## src/rtl/lipsi_pin_bridge.sv

```systemverilog
// Lipsi core to TinyTapeout pin bridge: FIFO-buffered port writes streamed
// as header + data bytes on uo_out under a 4-phase req/ack handshake.
module lipsi_pin_bridge #(
    parameter int DATA_W      = 16,
    parameter int DEPTH       = 4,
    parameter int ADDR_W      = 3,
    parameter int SYNC_STAGES = 2
) (
    input  logic              clk,
    input  logic              rst_n,
    input  logic              ena,
    input  logic              core_wr,
    input  logic [ADDR_W-1:0] core_addr,
    input  logic [DATA_W-1:0] core_wdata,
    output logic              core_full,
    output logic [7:0]        core_rdata,
    input  logic [7:0]        ui_in,
    output logic [7:0]        uo_out,
    input  logic [7:0]        uio_in,
    output logic [7:0]        uio_out,
    output logic [7:0]        uio_oe
);

    localparam int BYTES = DATA_W / 8;
    localparam int PW    = $clog2(DEPTH);
    localparam int CW    = PW + 1;
    localparam int IW    = $clog2(BYTES + 1);
    localparam int EW    = ADDR_W + DATA_W;

    typedef enum logic [1:0] {
        IDLE,
        SETUP,
        REQ,
        REL
    } state_t;

    state_t              state;
    logic [SYNC_STAGES-1:0] ack_sync;
    logic [7:0]          ui_sync [SYNC_STAGES];
    logic                ack_s;

    logic [EW-1:0]       mem [DEPTH];
    logic [PW-1:0]       wr_ptr;
    logic [PW-1:0]       rd_ptr;
    logic [CW-1:0]       count;
    logic                empty;
    logic                full;
    logic                pop;
    logic                push;
    logic                ovf;

    logic [EW-1:0]       rd_entry;
    logic [7:0]          hdr;
    logic [DATA_W-1:0]   sh;
    logic [IW-1:0]       idx;
    logic [7:0]          uo_q;
    logic                req;
    logic                sof;
    logic                busy;
    logic                unused_uio;

    assign unused_uio = ^{uio_in[7:5], uio_in[3:0]};

    // Pin inputs are asynchronous to clk; both paths see the same latency.
    always_ff @(posedge clk or negedge rst_n) begin
        if (!rst_n) begin
            ack_sync <= '0;
            for (int i = 0; i < SYNC_STAGES; i++)
                ui_sync[i] <= '0;
        end else begin
            ack_sync   <= {ack_sync[SYNC_STAGES-2:0], uio_in[4]};
            ui_sync[0] <= ui_in;
            for (int i = 1; i < SYNC_STAGES; i++)
                ui_sync[i] <= ui_sync[i-1];
        end
    end

    assign ack_s      = ack_sync[SYNC_STAGES-1];
    assign core_rdata = ui_sync[SYNC_STAGES-1];

    assign empty     = (count == '0);
    assign full      = (count == CW'(DEPTH));
    assign core_full = full;
    assign pop       = ena && (state == IDLE) && !empty && !ack_s;
    assign push      = core_wr && (!full || pop);

    assign rd_entry = mem[rd_ptr];
    assign hdr      = 8'(rd_entry[EW-1 -: ADDR_W]);

    always_ff @(posedge clk) begin
        if (push)
            mem[wr_ptr] <= {core_addr, core_wdata};
    end

    always_ff @(posedge clk or negedge rst_n) begin
        if (!rst_n) begin
            wr_ptr <= '0;
            rd_ptr <= '0;
            count  <= '0;
            ovf    <= 1'b0;
        end else begin
            if (push)
                wr_ptr <= wr_ptr + PW'(1);
            if (pop)
                rd_ptr <= rd_ptr + PW'(1);
            if (push && !pop)
                count <= count + CW'(1);
            else if (pop && !push)
                count <= count - CW'(1);
            if (core_wr && full && !pop)
                ovf <= 1'b1;
        end
    end

    // idx counts data bytes already placed on uo_out in this frame.
    always_ff @(posedge clk or negedge rst_n) begin
        if (!rst_n) begin
            state <= IDLE;
            uo_q  <= '0;
            req   <= 1'b0;
            sof   <= 1'b0;
            sh    <= '0;
            idx   <= '0;
        end else if (ena) begin
            unique case (state)
                IDLE: begin
                    if (pop) begin
                        sh    <= rd_entry[DATA_W-1:0];
                        uo_q  <= hdr;
                        sof   <= 1'b1;
                        idx   <= '0;
                        state <= SETUP;
                    end
                end
                SETUP: begin
                    req   <= 1'b1;
                    state <= REQ;
                end
                REQ: begin
                    if (ack_s) begin
                        req   <= 1'b0;
                        state <= REL;
                    end
                end
                REL: begin
                    if (!ack_s) begin
                        sof <= 1'b0;
                        if (idx == IW'(BYTES)) begin
                            state <= IDLE;
                        end else begin
                            uo_q  <= sh[DATA_W-1 -: 8];
                            sh    <= sh << 8;
                            idx   <= idx + IW'(1);
                            state <= SETUP;
                        end
                    end
                end
                default: state <= IDLE;
            endcase
        end
    end

    assign busy    = (state != IDLE) || !empty;
    assign uo_out  = uo_q;
    assign uio_out = {4'b0000, busy, ovf, sof, req};
    assign uio_oe  = 8'h0F;

endmodule

```

## config.mk

```make
export PLATFORM = sky130hd
export DESIGN_NAME = lipsi_pin_bridge
export DESIGN_NICKNAME = d
export VERILOG_FILES = /design/src/rtl/lipsi_pin_bridge.sv
export SDC_FILE = /design/constraint.sdc
export NUM_CORES = 1
export LEC_CHECK = 0
export ABC_AREA = 1
export BUFFER_PORTS_ARGS = -buffer_cell sky130_fd_sc_hd__clkbuf_2
export CORE_MARGIN = 2
export CORE_UTILIZATION = 55
export CTS_BUF_LIST = sky130_fd_sc_hd__clkbuf_16
export CTS_CLUSTER_SIZE = 8
export DETAILED_ROUTE_END_ITERATION = 12
export GPL_ROUTABILITY_DRIVEN = 0
export GPL_TIMING_DRIVEN = 0
export PLACE_DENSITY = 0.76
export SYNTH_ARGS = -nofsm -noshare
export SYNTH_HDL_FRONTEND = slang
export SYNTH_SLANG_ARGS = --single-unit
export TNS_END_PERCENT = 5
```

## constraint.sdc

```tcl
create_clock -name clk -period 3.1 [get_ports clk]
set_input_delay 0.62 -clock clk [delete_from_list [all_inputs] [get_ports clk]]
set_output_delay 0.62 -clock clk [all_outputs]
set_load 0.02 [all_outputs]
```

==> flow_summary.yaml <==
cells_and_area:
  stdcell_area_mm2: 0.006835
  n_fill_cell: 760
  nNetsFinal: 688
  final_common_cell: "nand2_1"
  drive_gt1_share_pct: 22.77
  layout_common_cells: "nand2_1, edfxtp_1, inv_1"
  seq_area_mm2: 0.003684
  diodes: 0
  area_growth_pct: 20.20
  multi_input_area_mm2: 0.001490
clock_tree:
  clockRootBuffer: "clkbuf_16"
  htreeDepth: 4
  insertion_delay_ps: 410
  cts_hold_buf: 0
  cts.clk_slew.worst_paths_ps: 60
  cts_resized: 0
  cts_buffer_depth: 2
  cts_setup_buffers: 0
  cts_tree: "yes"
  cts_made_buffers: 17
  clock-sinks: 132
worst_hold_path:
  hold_path.class: "in -> async"
die:
  start_util_pct: 55.84
  io_pins: 72
  num_rows: 37
  core_mm2: 0.01018
  fp.dieH_um: 105.7
  die_x_um: 105.7
  die_area_mm2: 0.01117
placement:
  portBuffers: 52
  placed_area_mm2: 0.006250
  place_ws_ps: 457.2
  post-dp-hpwl_mm: 7.219
job:
  max_cap_viol_count: 0
grt:
  grt_pass1_vias: 3811
  grt_pass1_wl_mm: 17.96
  met1_usage_pct: 25.81
  antenna_found_initial: 0
  grt_usage_pct: 21.41
  grt_max_degree: 57
  grt-busiest-layer: "met2"
  grt_util_met3_pct: 5.937
  met2_usage_pct: 35.44
  grt.overflow.total: 0
drt:
  drc: 0
  drtIter0Drc: 285
  routedWlPerCell_um: 14.03
  vias_per_cell: 4.921
  vias: 3868
  first_pass_iters: 5
  totalWireLength_mm: 11.03
  drt.antenna.violating_nets: 0
timing:
  period_minus_slack_ps: 2646
  slew_headroom_pct: 61.68
  setup_viol: 0
  holdWs_ps: 115.9
  hold_viol_final: 0
  setup_ws_ps: 453.6
  max_clock_freq_ghz: 0.3779
  finClkSkew_ps: 8.017
  tightest_slew_ps: 574.8
  rsz0062_at_grt: "false"
  finalSetupTns_ps: 0
  timing_max_transition_violations_final: 0
  finalCritPeriodShare_pct: 85.37
power_and_ir_drop:
  vdd_ir_drop_max_mv: 0.4843
  power_density_mw_per_mm2: 978.6
  leakage_nw: 3.277
  finalPower_mw: 6.689
worst_setup_path:
  crit_type: "reg -> reg"
  ff2ff_path_depth: 14
  cp.arrival_ps: 2940
  end_kind: "flop"
  cp_max_fo: 7
  critPathLaunchType: "flop"
  cp_data_required_time_ps: 3390
synth:
  syn_inst: 551
  ys_seq_elements: 132
  yosysWarnings: 0
  ys_types: 31
  post_synth.cell_area_avg_um2: 10.32
  ys_seq_area_share_pct: 64.77
  syn_area_mm2: 0.005687
status:
  outcome: "finished clean"
power by group:
part | internal, mW | total (mW) | switching [mW]
Sequential | 2.32 | 2.52 | 0.196
Combinational | 0.804 | 2.29 | 1.49
Clock | 1.17 | 1.88 | 0.714
routing by layer:
layer | up-vias | share of wire [%]
li1 | 1880 | -
met1 | 1823 | 41
met2 | 142 | 50
met3 | 23 | 6.3
met4 | 0 | 2.3
met5 | - | 0
registers in the layout, summed over array words and instances, names as in the netlist:
name and cells:
core_rdata 8, wr_ptr 2, ack_sync 2, idx 2, mem 76, uo_out 8, rd_ptr 2, ovf 1
sh 16, req 1, state 2, sof 1, count 3, ui_sync 8
cell usage after synthesis:
library cell | n | area [um^2]
nand2_1 | 208 | 780.8
edfxtp_1 | 76 | 2282
inv_1 | 62 | 232.7
dfrtp_1 | 56 | 1401
nand3_1 | 32 | 160.2
buf_4 | 31 | 232.7
a21oi_1 | 20 | 100.1
ha_1 | 11 | 137.6
buf_2 | 7 | 35.03
nor2_1 | 7 | 26.28
o21ai_1 | 5 | 25.02
buf_6 | 3 | 33.78
clkbuf_1 | 3 | 11.26
inv_2 | 3 | 11.26
nand2_4 | 3 | 33.78
o21ai_0 | 3 | 15.01
o21ai_2 | 3 | 26.28
conb_1 | 2 | 7.510
nand2_2 | 2 | 12.51
nor2_2 | 2 | 12.51
xor2_1 | 2 | 17.52
a21oi_2 | 1 | 8.760
a22oi_1 | 1 | 7.510
a31o_2 | 1 | 8.760
a31oi_1 | 1 | 6.260
buf_1 | 1 | 3.750
fa_1 | 1 | 20.02
mux2_2 | 1 | 11.26
nor2_4 | 1 | 11.26
nor3_1 | 1 | 5.000
xnor2_1 | 1 | 8.760
path summary, 6_finish.rpt:
path                                             from                      end  slack [ps]
worst max register to register   state[0]$_DFFE_PN0P_     count[2]$_DFFE_PN0P_         450
worst max-delay path             state[0]$_DFFE_PN0P_     count[2]$_DFFE_PN0P_         450
min in group clk                             ui_in[5]    ui_sync[13]$_DFF_PN0_         310
worst min-delay path                            rst_n  core_rdata[0]$_DFF_PN0_         120
max in group asynchronous                       rst_n       sh[14]$_DFFE_PN0P_        2460
worst min register to register  ack_sync[0]$_DFF_PN0_    ack_sync[1]$_DFF_PN0_         350
per-stage QoR:
stage          utilization [%]  std cells
5_1_grt                  67.11        786
3_3_place_gp             60.43        749
3_5_place_dp             61.36        753
6_report                 67.11        786
2_1_floorplan                -        561
4_1_cts                  66.92        785
worst max-delay path, stage by stage, from the launching register on:
cell and delay [ps]:
dfrtp_1 410, inv_1 170, ha_1 230, nand2_1 100, nor2_4 130, nand2_4 110, nand2_1 90, nand2_2 110
inv_1 130, ha_1 160, inv_1 70, fa_1 400, a21oi_1 150, o21ai_0 110, xor2_1 150
layout make-up:
type | instances | share of cell area [%]
Tap cell | 136 | 2.489
Clock buffer | 17 | 6.224
Sequential cell | 132 | 53.89
Clock inverter | 15 | 2.050
Inverter | 65 | 3.569
Multi-Input combinational cell | 319 | 21.80
Timing Repair Buffer | 57 | 5.345
Buffer | 45 | 4.631
cells by family after synthesis:
| group | count (synthesis) | share of synthesized area [%] |
|---|---|---|
| other cells | 2 | 0.1321 |
| buf+inv | 110 | 9.857 |
| flops | 132 | 64.77 |
| fa+ha+maj | 12 | 2.772 |
| simple gates | 256 | 18.33 |
| compound gates | 35 | 3.477 |
| mux | 1 | 0.1980 |
| xor+xnor | 3 | 0.4621 |
Power figures use the tool's default switching activity.
